<file path="src/rtl/div_sequencer_pkg.sv">
// Shared definitions for the divide sequencer: ALU select codes, FSM state encoding, default width.
package div_sequencer_pkg;

    localparam int unsigned XLEN_DEF = 32;

    localparam logic [4:0] ALU_DIV  = 5'b10100;
    localparam logic [4:0] ALU_DIVU = 5'b10101;
    localparam logic [4:0] ALU_REM  = 5'b10110;
    localparam logic [4:0] ALU_REMU = 5'b10111;
    localparam logic [2:0] ALU_DIV_GRP = 3'b101;

    typedef enum logic [2:0] {
        S_IDLE  = 3'd0,
        S_CHECK = 3'd1,
        S_RUN   = 3'd2,
        S_FIXUP = 3'd3,
        S_DONE  = 3'd4
    } state_e;

    typedef struct packed {
        logic sgn;
        logic rem;
    } op_flags_t;

endpackage

</file>
<file path="src/rtl/div_step.sv">
// One iteration of a radix-2 restoring divider: shift {rem,quot} left and conditionally subtract.
module div_step #(
    parameter int unsigned XLEN = 32
) (
    input  logic [XLEN-1:0] rem_i,
    input  logic [XLEN-1:0] quot_i,
    input  logic [XLEN-1:0] divisor_i,
    output logic [XLEN-1:0] rem_o,
    output logic [XLEN-1:0] quot_o
);

    // Partial remainder needs one extra bit after the shift since it may reach 2*divisor-1.
    logic [XLEN:0] shifted;
    logic          ge;

    assign shifted = {rem_i, quot_i[XLEN-1]};
    assign ge      = shifted >= {1'b0, divisor_i};
    assign rem_o   = ge ? XLEN'(shifted - {1'b0, divisor_i}) : shifted[XLEN-1:0];
    assign quot_o  = {quot_i[XLEN-2:0], ge};

endmodule

</file>
<file path="src/rtl/div_sequencer.sv">
// Multi-cycle DIV/DIVU/REM/REMU controller that stalls the pipeline while a restoring divider iterates.
// Optional DIV_EARLY_OUT_EN: finish in CHECK when |dividend| < |divisor|.
module div_sequencer
    import div_sequencer_pkg::*;
#(
    parameter int unsigned XLEN  = XLEN_DEF,
    parameter int unsigned CNT_W = 6
) (
    input  logic            clk,
    input  logic            rst,
    input  logic            start,
    input  logic [4:0]      alusel,
    input  logic [XLEN-1:0] op_a,
    input  logic [XLEN-1:0] op_b,
    input  logic            flush,
    output logic            stall,
    output logic            busy,
    output logic            done,
    output logic [XLEN-1:0] result
);

    localparam logic [XLEN-1:0] MIN_NEG = {1'b1, {(XLEN-1){1'b0}}};

    state_e          state_q, state_d;
    logic [CNT_W-1:0] cnt_q, cnt_d;
    logic [XLEN-1:0] a_q, a_d, b_q, b_d;
    logic [XLEN-1:0] rem_q, rem_d, quot_q, quot_d, dvs_q, dvs_d;
    logic [XLEN-1:0] res_q, res_d;
    op_flags_t       flags_q, flags_d;

    logic            is_div;
    logic [XLEN-1:0] abs_a, abs_b, step_rem, step_quot, fix_rem, fix_quot;
    logic            a_neg, b_neg, sgn_ovf;

    assign is_div  = start & (alusel[4:2] == ALU_DIV_GRP);
    assign a_neg   = flags_q.sgn & a_q[XLEN-1];
    assign b_neg   = flags_q.sgn & b_q[XLEN-1];
    assign abs_a   = a_neg ? -a_q : a_q;
    assign abs_b   = b_neg ? -b_q : b_q;
    assign sgn_ovf = flags_q.sgn & (a_q == MIN_NEG) & (b_q == '1);
    assign fix_quot = (a_neg ^ b_neg) ? -quot_q : quot_q;
    assign fix_rem  = a_neg ? -rem_q : rem_q;

    div_step #(.XLEN(XLEN)) u_step (
        .rem_i     (rem_q),
        .quot_i    (quot_q),
        .divisor_i (dvs_q),
        .rem_o     (step_rem),
        .quot_o    (step_quot)
    );

    // Next-state and datapath update
    always_comb begin
        state_d = state_q;
        cnt_d   = cnt_q;
        a_d     = a_q;
        b_d     = b_q;
        rem_d   = rem_q;
        quot_d  = quot_q;
        dvs_d   = dvs_q;
        res_d   = res_q;
        flags_d = flags_q;
        case (state_q)
            S_IDLE: begin
                if (is_div && !flush) begin
                    a_d         = op_a;
                    b_d         = op_b;
                    flags_d.sgn = ~alusel[0];
                    flags_d.rem = alusel[1];
                    state_d     = S_CHECK;
                end
            end
            S_CHECK: begin
                if (flush) begin
                    state_d = S_IDLE;
                end else if (b_q == '0) begin
                    res_d   = flags_q.rem ? a_q : '1;
                    state_d = S_DONE;
                end else if (sgn_ovf) begin
                    res_d   = flags_q.rem ? '0 : MIN_NEG;
                    state_d = S_DONE;
`ifdef DIV_EARLY_OUT_EN
                end else if (abs_a < abs_b) begin
                    res_d   = flags_q.rem ? a_q : '0;
                    state_d = S_DONE;
`endif
                end else begin
                    rem_d   = '0;
                    quot_d  = abs_a;
                    dvs_d   = abs_b;
                    cnt_d   = CNT_W'(XLEN);
                    state_d = S_RUN;
                end
            end
            S_RUN: begin
                if (flush) begin
                    state_d = S_IDLE;
                end else begin
                    rem_d  = step_rem;
                    quot_d = step_quot;
                    cnt_d  = cnt_q - CNT_W'(1);
                    if (cnt_q == CNT_W'(1)) begin
                        state_d = S_FIXUP;
                    end
                end
            end
            S_FIXUP: begin
                if (flush) begin
                    state_d = S_IDLE;
                end else begin
                    res_d   = flags_q.rem ? fix_rem : fix_quot;
                    state_d = S_DONE;
                end
            end
            S_DONE:  state_d = S_IDLE;
            default: state_d = S_IDLE;
        endcase
    end

    always_ff @(posedge clk or negedge rst) begin
        if (!rst) begin
            state_q <= S_IDLE;
            cnt_q   <= '0;
            a_q     <= '0;
            b_q     <= '0;
            rem_q   <= '0;
            quot_q  <= '0;
            dvs_q   <= '0;
            res_q   <= '0;
            flags_q <= '0;
        end else begin
            state_q <= state_d;
            cnt_q   <= cnt_d;
            a_q     <= a_d;
            b_q     <= b_d;
            rem_q   <= rem_d;
            quot_q  <= quot_d;
            dvs_q   <= dvs_d;
            res_q   <= res_d;
            flags_q <= flags_d;
        end
    end

    // Stall covers the accepting IDLE cycle so EX holds the divide until DONE.
    assign stall  = ((state_q == S_IDLE) & is_div & ~flush) |
                    (state_q == S_CHECK) | (state_q == S_RUN) | (state_q == S_FIXUP);
    assign busy   = (state_q != S_IDLE);
    assign done   = (state_q == S_DONE);
    assign result = res_q;

endmodule

</file>
<file path="config.mk">
export PLATFORM = sky130hd
export DESIGN_NAME = div_sequencer
export DESIGN_NICKNAME = d
export VERILOG_FILES = /design/src/rtl/div_sequencer_pkg.sv /design/src/rtl/div_step.sv /design/src/rtl/div_sequencer.sv
export SDC_FILE = /design/constraint.sdc
export NUM_CORES = 1
export LEC_CHECK = 0
export ABC_CLOCK_PERIOD_IN_PS = 7300
export CAP_MARGIN = 20
export CORE_MARGIN = 4
export CORE_UTILIZATION = 50
export CTS_BUF_LIST = sky130_fd_sc_hd__clkbuf_16
export DETAILED_ROUTE_END_ITERATION = 12
export PLACE_DENSITY = 0.7
export SYNTH_ARGS = -nofsm -noshare
export SYNTH_HDL_FRONTEND = slang
export SYNTH_HIERARCHICAL = 1
export SYNTH_SLANG_ARGS = --single-unit
</file>
<file path="constraint.sdc">
create_clock -name clk -period 7.3 [get_ports clk]
set_input_delay 1.46 -clock clk [delete_from_list [all_inputs] [get_ports clk]]
set_output_delay 1.46 -clock clk [all_outputs]
set_load 0.02 [all_outputs]
</file>
Word-level counts from Yosys, hierarchy flattened --
Index checks and enable logic that the tools add are counted.
Word-level totals: flip-flop bits (word level) 203, bits in latches 0, bits in writable memories 0, memory bits (read-only) 0, memories 0
Cells by class: add/subtract/negate cells 6, multiply operators 0, div/mod/pow operators 0, magnitude comparators 1, equal/unequal tests 16, shifts and indexed selects 0, multiplexer cells 36, bitwise operators 15, reductions and logical operators 12
Operators by type and width (number):
- $mux 32 | 20
- $pmux 32 s2 | 3
- $neg 32->32 | 4
- $eq 32x32->1 const B | 2
- $ge 33x32->1 | 1
- $logic_not 32->1 | 1
- $sub 32x32->32 | 1
- $mux 6 | 4
- $mux 3 | 7
- $ne 2x2->1 const B | 6
- $pmux 3 s4 | 1
- $pmux 6 s2 | 1
- $reduce_and 4->1 | 2
- $and 1x1->1 | 7
- $eq 3x2->1 const B | 2
- $eq 3x3->1 const B | 2
- $eq 6x1->1 const B | 1
- $ne 3x3->1 const B | 2
- $sub 6x1->6 const B | 1
- $reduce_and 5->1 | 1
- $not 1->1 | 4
- $reduce_and 2->1 | 2
- $reduce_bool 2->1 | 2
- $eq 3x1->1 const B | 1
- 6 further kinds | 8

Longest topological paths before layout --
Gate-level depths: netlist of the first run.
word-level depth 7, gate-level depth with buffers 16, depth with buffers taken out 13

By module --
Netlist of the first run, hierarchy kept.
By module, submodules not included:
- div_sequencer | times used 1, cells each 1260, area each 11727.5 µm²
- div_step | times used 1, cells each 355, area each 2571.2 µm²

Worst setup path before layout of the first run --
OpenSTA, ideal clock, no wires.
kind in2out, start point in flush, end point out stall, data arrival time 2.137 ns, path slack 3.703 ns, cell stages on the path 3, path through nor3b_1 > nand3_1 > a21oi_1
Between the ends: word-level cells in the longest chain between the ends 5
Ends and longest elaborated chain:
- from (decl) | line div_sequencer.sv:15 | input logic flush,
- $not 1->1 (no source line)
- $and 1x1->1 | line div_sequencer.sv:145 | assign stall = ((state_q == S_IDLE) & is_div & ~flush) |
- $or 1x1->1 | line div_sequencer.sv:145
- $or 1x1->1 (2 in series) | line div_sequencer.sv:146 | (state_q == S_CHECK) | (state_q == S_RUN) | (state_q == S_FIXUP);
- to (decl) | line div_sequencer.sv:16 | output logic stall,
No other way between the ends.

Worst setup path after layout of the first run --
Ends and elaborated chain as after synthesis.

==> results of run 1 <==
registers in the layout, summed over array words and instances (netlist names):
| signal | flops |
|---|---|
| quot_q | 32 |
| state_q | 3 |
| b_q | 32 |
| rem_q | 32 |
| flags_q | 2 |
| a_q | 32 |
| dvs_q | 32 |
| cnt_q | 6 |
| result | 32 |
worst max-delay path, cell delays in order:
cell and delay [ns]:
clkdlybuf4s50_1 0.49, nor3b_1 0.22, nand3_1 0.18, a21oi_1 0.18
clkdlybuf4s50_1 0.62
synth_stat cells (8+ instances only):
cell,number,area (µm²)
buf_4,33,248
a21o_1,11,82.6
nand4_1,24,150
nor3_1,31,155
dfrtp_1,203,5080
mux2i_1,9,90.1
ha_1,39,488
or4_1,13,97.6
mux2_2,86,968
xnor2_1,69,604
clkbuf_1,84,315
a21oi_1,86,430
a22o_1,12,105
a211oi_1,9,67.6
nand3_1,61,305
o31ai_1,27,203
buf_2,8,40.0
or3_1,19,119
nor2_1,87,327
nor4_1,28,175
a31oi_1,24,150
and2_1,13,81.3
nor2b_1,12,75.1
nand2_1,159,597
o21ai_0,157,786
mux2_4,26,390
o41ai_1,23,201
o211ai_1,11,82.6
nor3b_1,9,67.6
xor2_1,64,561
inv_1,64,240
per-layer routing:
metal / GRT usage, % / wire [µm] / vias to the layer above
met5: 0 / 0 / -
met4: 5.93 / 1070 / 0
met3: 3.44 / 2750 / 64
met2: 39.7 / 18200 / 448
met1: 38.2 / 18800 / 6002
li1: - / - / 5846
area by class of cell:
type	instances	area, µm²
clock buffers	25	626
clock inverters	18	121
fillers	2541	11900
inverters	67	254
multi-input cells	1213	8300
flip-flops and latches	203	5080
well taps	378	473
repair buffers	124	1220
worst min path at each step:
| stage | endpoint | depth (start not counted) | slack (ns) | start |
|---|---|---|---|---|
| floorplan | dvs_q[10] | 2 | 0.45 | dvs_q[10] |
| global placement | dvs_q[31] | 2 | 0.46 | dvs_q[31] |
| detailed placement | dvs_q[15] | 2 | 0.47 | dvs_q[15] |
| CTS | dvs_q[15] | 2 | 0.48 | dvs_q[15] |
| global route | dvs_q[5] | 2 | 0.50 | dvs_q[5] |
| finish | dvs_q[4] | 2 | 0.48 | dvs_q[4] |
per-stage QoR:
step / hold WS, ns / util, % / total power, mW
after floorplan: 0.450 / - / 2.94
after global placement: 0.463 / 54.6 / 3.27
after detailed placement: 0.471 / 54.6 / 3.31
after CTS: 0.484 / 57.3 / 4.47
after global routing: 0.502 / 57.4 / 4.75
final: 0.484 / 57.4 / 4.48
logic make-up (layout without fill, tap and decap cells):
logic type	after synthesis	after routing	synth area share (%)
and+or+nand+nor	494	494	17.2
buffers and inverters	199	234	6.51
adders and majority gates	40	40	3.55
AOI/OAI and AO/OA	425	425	18.9
xor gates and xnor gates	133	133	8.15
muxes	121	121	10.1
DFF	203	203	35.5
power groups by stage:
stage	Clock (mW)	Combinational, mW	Sequential (mW)
detailed placement	0	1.60	1.71
global placement	0	1.58	1.70
global route	1.22	1.80	1.73
finish	1.16	1.63	1.70
floorplan	0	1.37	1.58
CTS	1.18	1.61	1.69
==> impl_metrics.tcl, run 1 <==
set metrics [dict create \
    status "complete, no violations" \
    finalCritPeriodShare_pct 63.2 \
    dp_slack_ns 2.68 \
    syn-instance-count 1615 \
    die_y_um 177 \
    synth_seq_cells 203 \
    core-area_um2 28000 \
    p_comb_share_pct 36.3 \
    maxSlewViolCount 0 \
    ioPinCount 108 \
    syn_to_final_growth_pct 12.4 \
    cp-start-kind "input pin" \
    slew_headroom_pct 32.6 \
    hold_viol 0 \
    hold_buffers 0 \
    cts.htree.levels 1 \
    viasPerCell 6.09 \
    drcViolationCount 0 \
    synth-edff-count 0 \
    cp-startpoint "flush" \
    grt_pass1_vias 11800 \
    syn-cell-area_um2 14300 \
    numCtsBuffers 25 \
    rrSetupSlack_ns 2.71 \
    rows 61 \
    antenna_found_initial 0 \
    rr_startpoint "a_q[6]" \
    r2r_end "quot_q[30]" \
    vias 12400 \
    hold_class "reg2reg" \
    cts-root-buf "clkbuf_16" \
    drt-total-wl_um 40800 \
    cp.arrival_ns 3.15 \
    skew_ns 0.0215 \
    p_seq_share_pct 37.9 \
    reg2reg_depth 7 \
    worst_slew_pin_slew_ns 1.00 \
    grt_max_degree 84 \
    n_antenna_cell 0 \
    grt.total_usage_pct 25.6 \
    leakagePower_nw 6.77 \
    worstPathRequired_ns 5.84 \
    dp_hpwl_um 29900 \
    start_util_pct 51.0 \
    most-common-layout-cells "dfrtp_1 (203), nand2_1 (159), o21ai_0 (157)" \
    setup_tns_ns 0 \
    final_common_cell "dfrtp_1" \
    endpoint_kind "primary output" \
    cts_resized 0 \
    clock_latency_ns 0.55 \
    ys_seq_area_share_pct 35.5 \
    p_sw_mw 1.74 \
    dp.cells 1983 \
    finish.instance_area_um2 16100 \
    grt_pass1_wl_um 65200 \
    wl_per_cell_um 20.1 \
    grt-ovfl-total 0 \
    peakVddDrop_mv 0.215 \
    yosysWarnings 6 \
    nets 1747 \
    antenna_left 0 \
    finalCriticalPeriod_ns 4.61 \
    p_clk_share_pct 25.8 \
    stdcell_count 2028 \
    fmax_mhz 217 \
    drv_cap 0 \
    place_area_um2 15300 \
    worst_slack_ns 2.69 \
    cts_tree "yes" \
    rsz0062_at_grt "false" \
    crit_type "in2out" \
    clk_pin_slew_ns 0.05 \
    crit_path_max_fanout 5 \
    p_int_mw 2.74 \
    die_area_um2 31400 \
    die-width_um 177 \
    sw_frac_of_total_pct 38.8 \
    setup_viol 0 \
    dr.first_iter.drc_count 1137 \
    dr.pass1.iters 5 \
    power.density_nw_per_um2 279 \
    layout-drive-gt1-share_pct 11.3 \
    cts_buffer_depth 3 \
    synth_fp_nets 1728 \
    avgSynthCellArea_um2 8.85 \
    synth_cell_type_count 86 \
    portBuffers 107 \
    clock_sinks 203 \
    routabilityCongestion 0.917 \
    ys_async_sr_fraction_pct 100 \
    synth_top_flop_cell "dfrtp_1" \
    endpoint "stall" \
    cts_setup_buffers 0 \
]
(Power assumes the default switching activity.)
==> run 2: changes to the inputs <==
--- a/config.mk
+++ b/config.mk
@@ -5,7 +5,7 @@
 export SDC_FILE = /design/constraint.sdc
 export NUM_CORES = 1
 export LEC_CHECK = 0
-export ABC_CLOCK_PERIOD_IN_PS = 7300
+export ABC_CLOCK_PERIOD_IN_PS = 4330
 export CAP_MARGIN = 20
 export CORE_MARGIN = 4
 export CORE_UTILIZATION = 50
==> constraint.sdc (replaced) <==
create_clock -name clk -period 4.33 [get_ports clk]
set_input_delay 0.866 -clock clk [delete_from_list [all_inputs] [get_ports clk]]
set_output_delay 0.866 -clock clk [all_outputs]
set_load 0.02 [all_outputs]
==> impl_metrics.tcl, run 2 (synthesis results as in run 1) <==
set metrics [dict create \
    reg2reg_depth 13 \
    most-common-layout-cells "dfrtp_1 (203), nand2_1 (159), o21ai_0 (157)" \
    routabilityCongestion 0.930 \
    hold_viol 0 \
    numCtsBuffers 24 \
    dp.cells 2003 \
    portBuffers 107 \
    stdcell_count 2046 \
    setup_tns_ns 0 \
    cp-start-kind "register" \
    rsz0062_at_grt "false" \
    slew_headroom_pct 35.0 \
    grt_pass1_wl_um 67200 \
    antenna_found_initial 1 \
    rows 61 \
    status "complete, no violations" \
    final_common_cell "dfrtp_1" \
    maxSlewViolCount 0 \
    dr.first_iter.drc_count 1262 \
    drt-total-wl_um 42200 \
    fmax_mhz 283 \
    finish.instance_area_um2 16300 \
    worstPathRequired_ns 4.72 \
    power.total_mw 7.67 \
    die_area_um2 31400 \
    cts_setup_buffers 0 \
    cts_resized 0 \
    die_y_um 177 \
    grt-ovfl-total 0 \
    place_area_um2 15500 \
    n_antenna_cell 0 \
    cts.htree.levels 1 \
    clk_pin_slew_ns 0.06 \
    crit_path_max_fanout 15 \
    cp.arrival_ns 3.93 \
    syn_to_final_growth_pct 13.7 \
    clock_sinks 203 \
    core-area_um2 28000 \
    cts-root-buf "clkbuf_16" \
    drcViolationCount 0 \
    drv_cap 0 \
    viasPerCell 6.14 \
    peakVddDrop_mv 0.278 \
    start_util_pct 51.0 \
    hold_buffers 0 \
    die-width_um 177 \
    vias 12600 \
    grt.total_usage_pct 26.5 \
    layout-drive-gt1-share_pct 12.2 \
    worst_slew_pin_slew_ns 0.975 \
    ioPinCount 108 \
    endpoint_kind "register" \
    dp_hpwl_um 30700 \
    grt_max_degree 113 \
    setup_viol 0 \
    antenna_left 0 \
    crit_type "reg2reg" \
    filler_cell_count 2558 \
    skew_ns 0.0104 \
    hold_class "in2async" \
    cts_buffer_depth 3 \
    power.density_nw_per_um2 472 \
    wl_per_cell_um 20.6 \
    cts_tree "yes" \
    nets 1764 \
    clock_latency_ns 0.53 \
    dr.pass1.iters 8 \
    leakagePower_nw 6.89 \
    finalCriticalPeriod_ns 3.54 \
    finalCritPeriodShare_pct 81.6 \
    grt_pass1_vias 12200 \
]
==> run 2: final timing paths <==
kind / from / endpoint / slack [ns]
max reg2reg: rem_q[9] / rem_q[5] / 0.79
max in group asynchronous: rst / quot_q[13] / 3.01
min in group clk: dvs_q[27] / dvs_q[27] / 0.48
max: rem_q[9] / rem_q[5] / 0.79
min reg2reg: dvs_q[27] / dvs_q[27] / 0.48
min: rst / rem_q[18] / 0.37
==> run 2: per-layer routing <==
layer | track usage [%] | part of all wire, % | vias to the layer above
met2 | 41.0 | 45 | 527
met4 | 8.22 | 3.2 | 2
li1 | - | - | 5893
met3 | 5.96 | 8.2 | 79
met1 | 37.3 | 44 | 6056
met5 | 0 | 0.019 | -
==> run 2: layout make-up <==
type                       instances  area [µm²]  share of cell area [%]
clock buffer                      24         601                    3.69
inverter                          67         254                    1.56
tap                              378         473                    2.91
sequential                       203        5080                    31.2
clock inverter                    19         168                    1.03
multi-input combinational       1213        8300                    51.0
timing repair buffer             142        1390                    8.53
==> run 2: power breakdown <==
| group | leakage, nW | total, mW | switching [mW] | internal [mW] |
|---|---|---|---|---|
| clock network | 0.400 | 2.01 | 0.833 | 1.18 |
| logic | 3.84 | 2.81 | 1.54 | 1.27 |
| registers | 2.65 | 2.85 | 0.578 | 2.27 |
==> run 2: stage by stage <==
step                util [%]  hold slack [ns]  worst slack [ns]
floorplan                  -            0.450              1.28
global placement        55.3            0.465             0.898
detailed placement      55.3            0.473             0.834
CTS                     58.1            0.486             0.839
global route            58.1            0.484             0.533
finish                  58.1            0.372             0.795
==> run 2: worst max-delay path: stages, from the launching register on <==
cell,delay (ns)
dfrtp_1,0.46
ha_1,0.44
nand4_1,0.19
nor3_1,0.35
o211ai_1,0.19
nor4b_4,0.18
o21ai_2,0.18
a31oi_4,0.13
o21a_4,0.27
inv_2,0.30
buf_12,0.23
mux2_2,0.34
nand2_1,0.05
o21ai_0,0.08
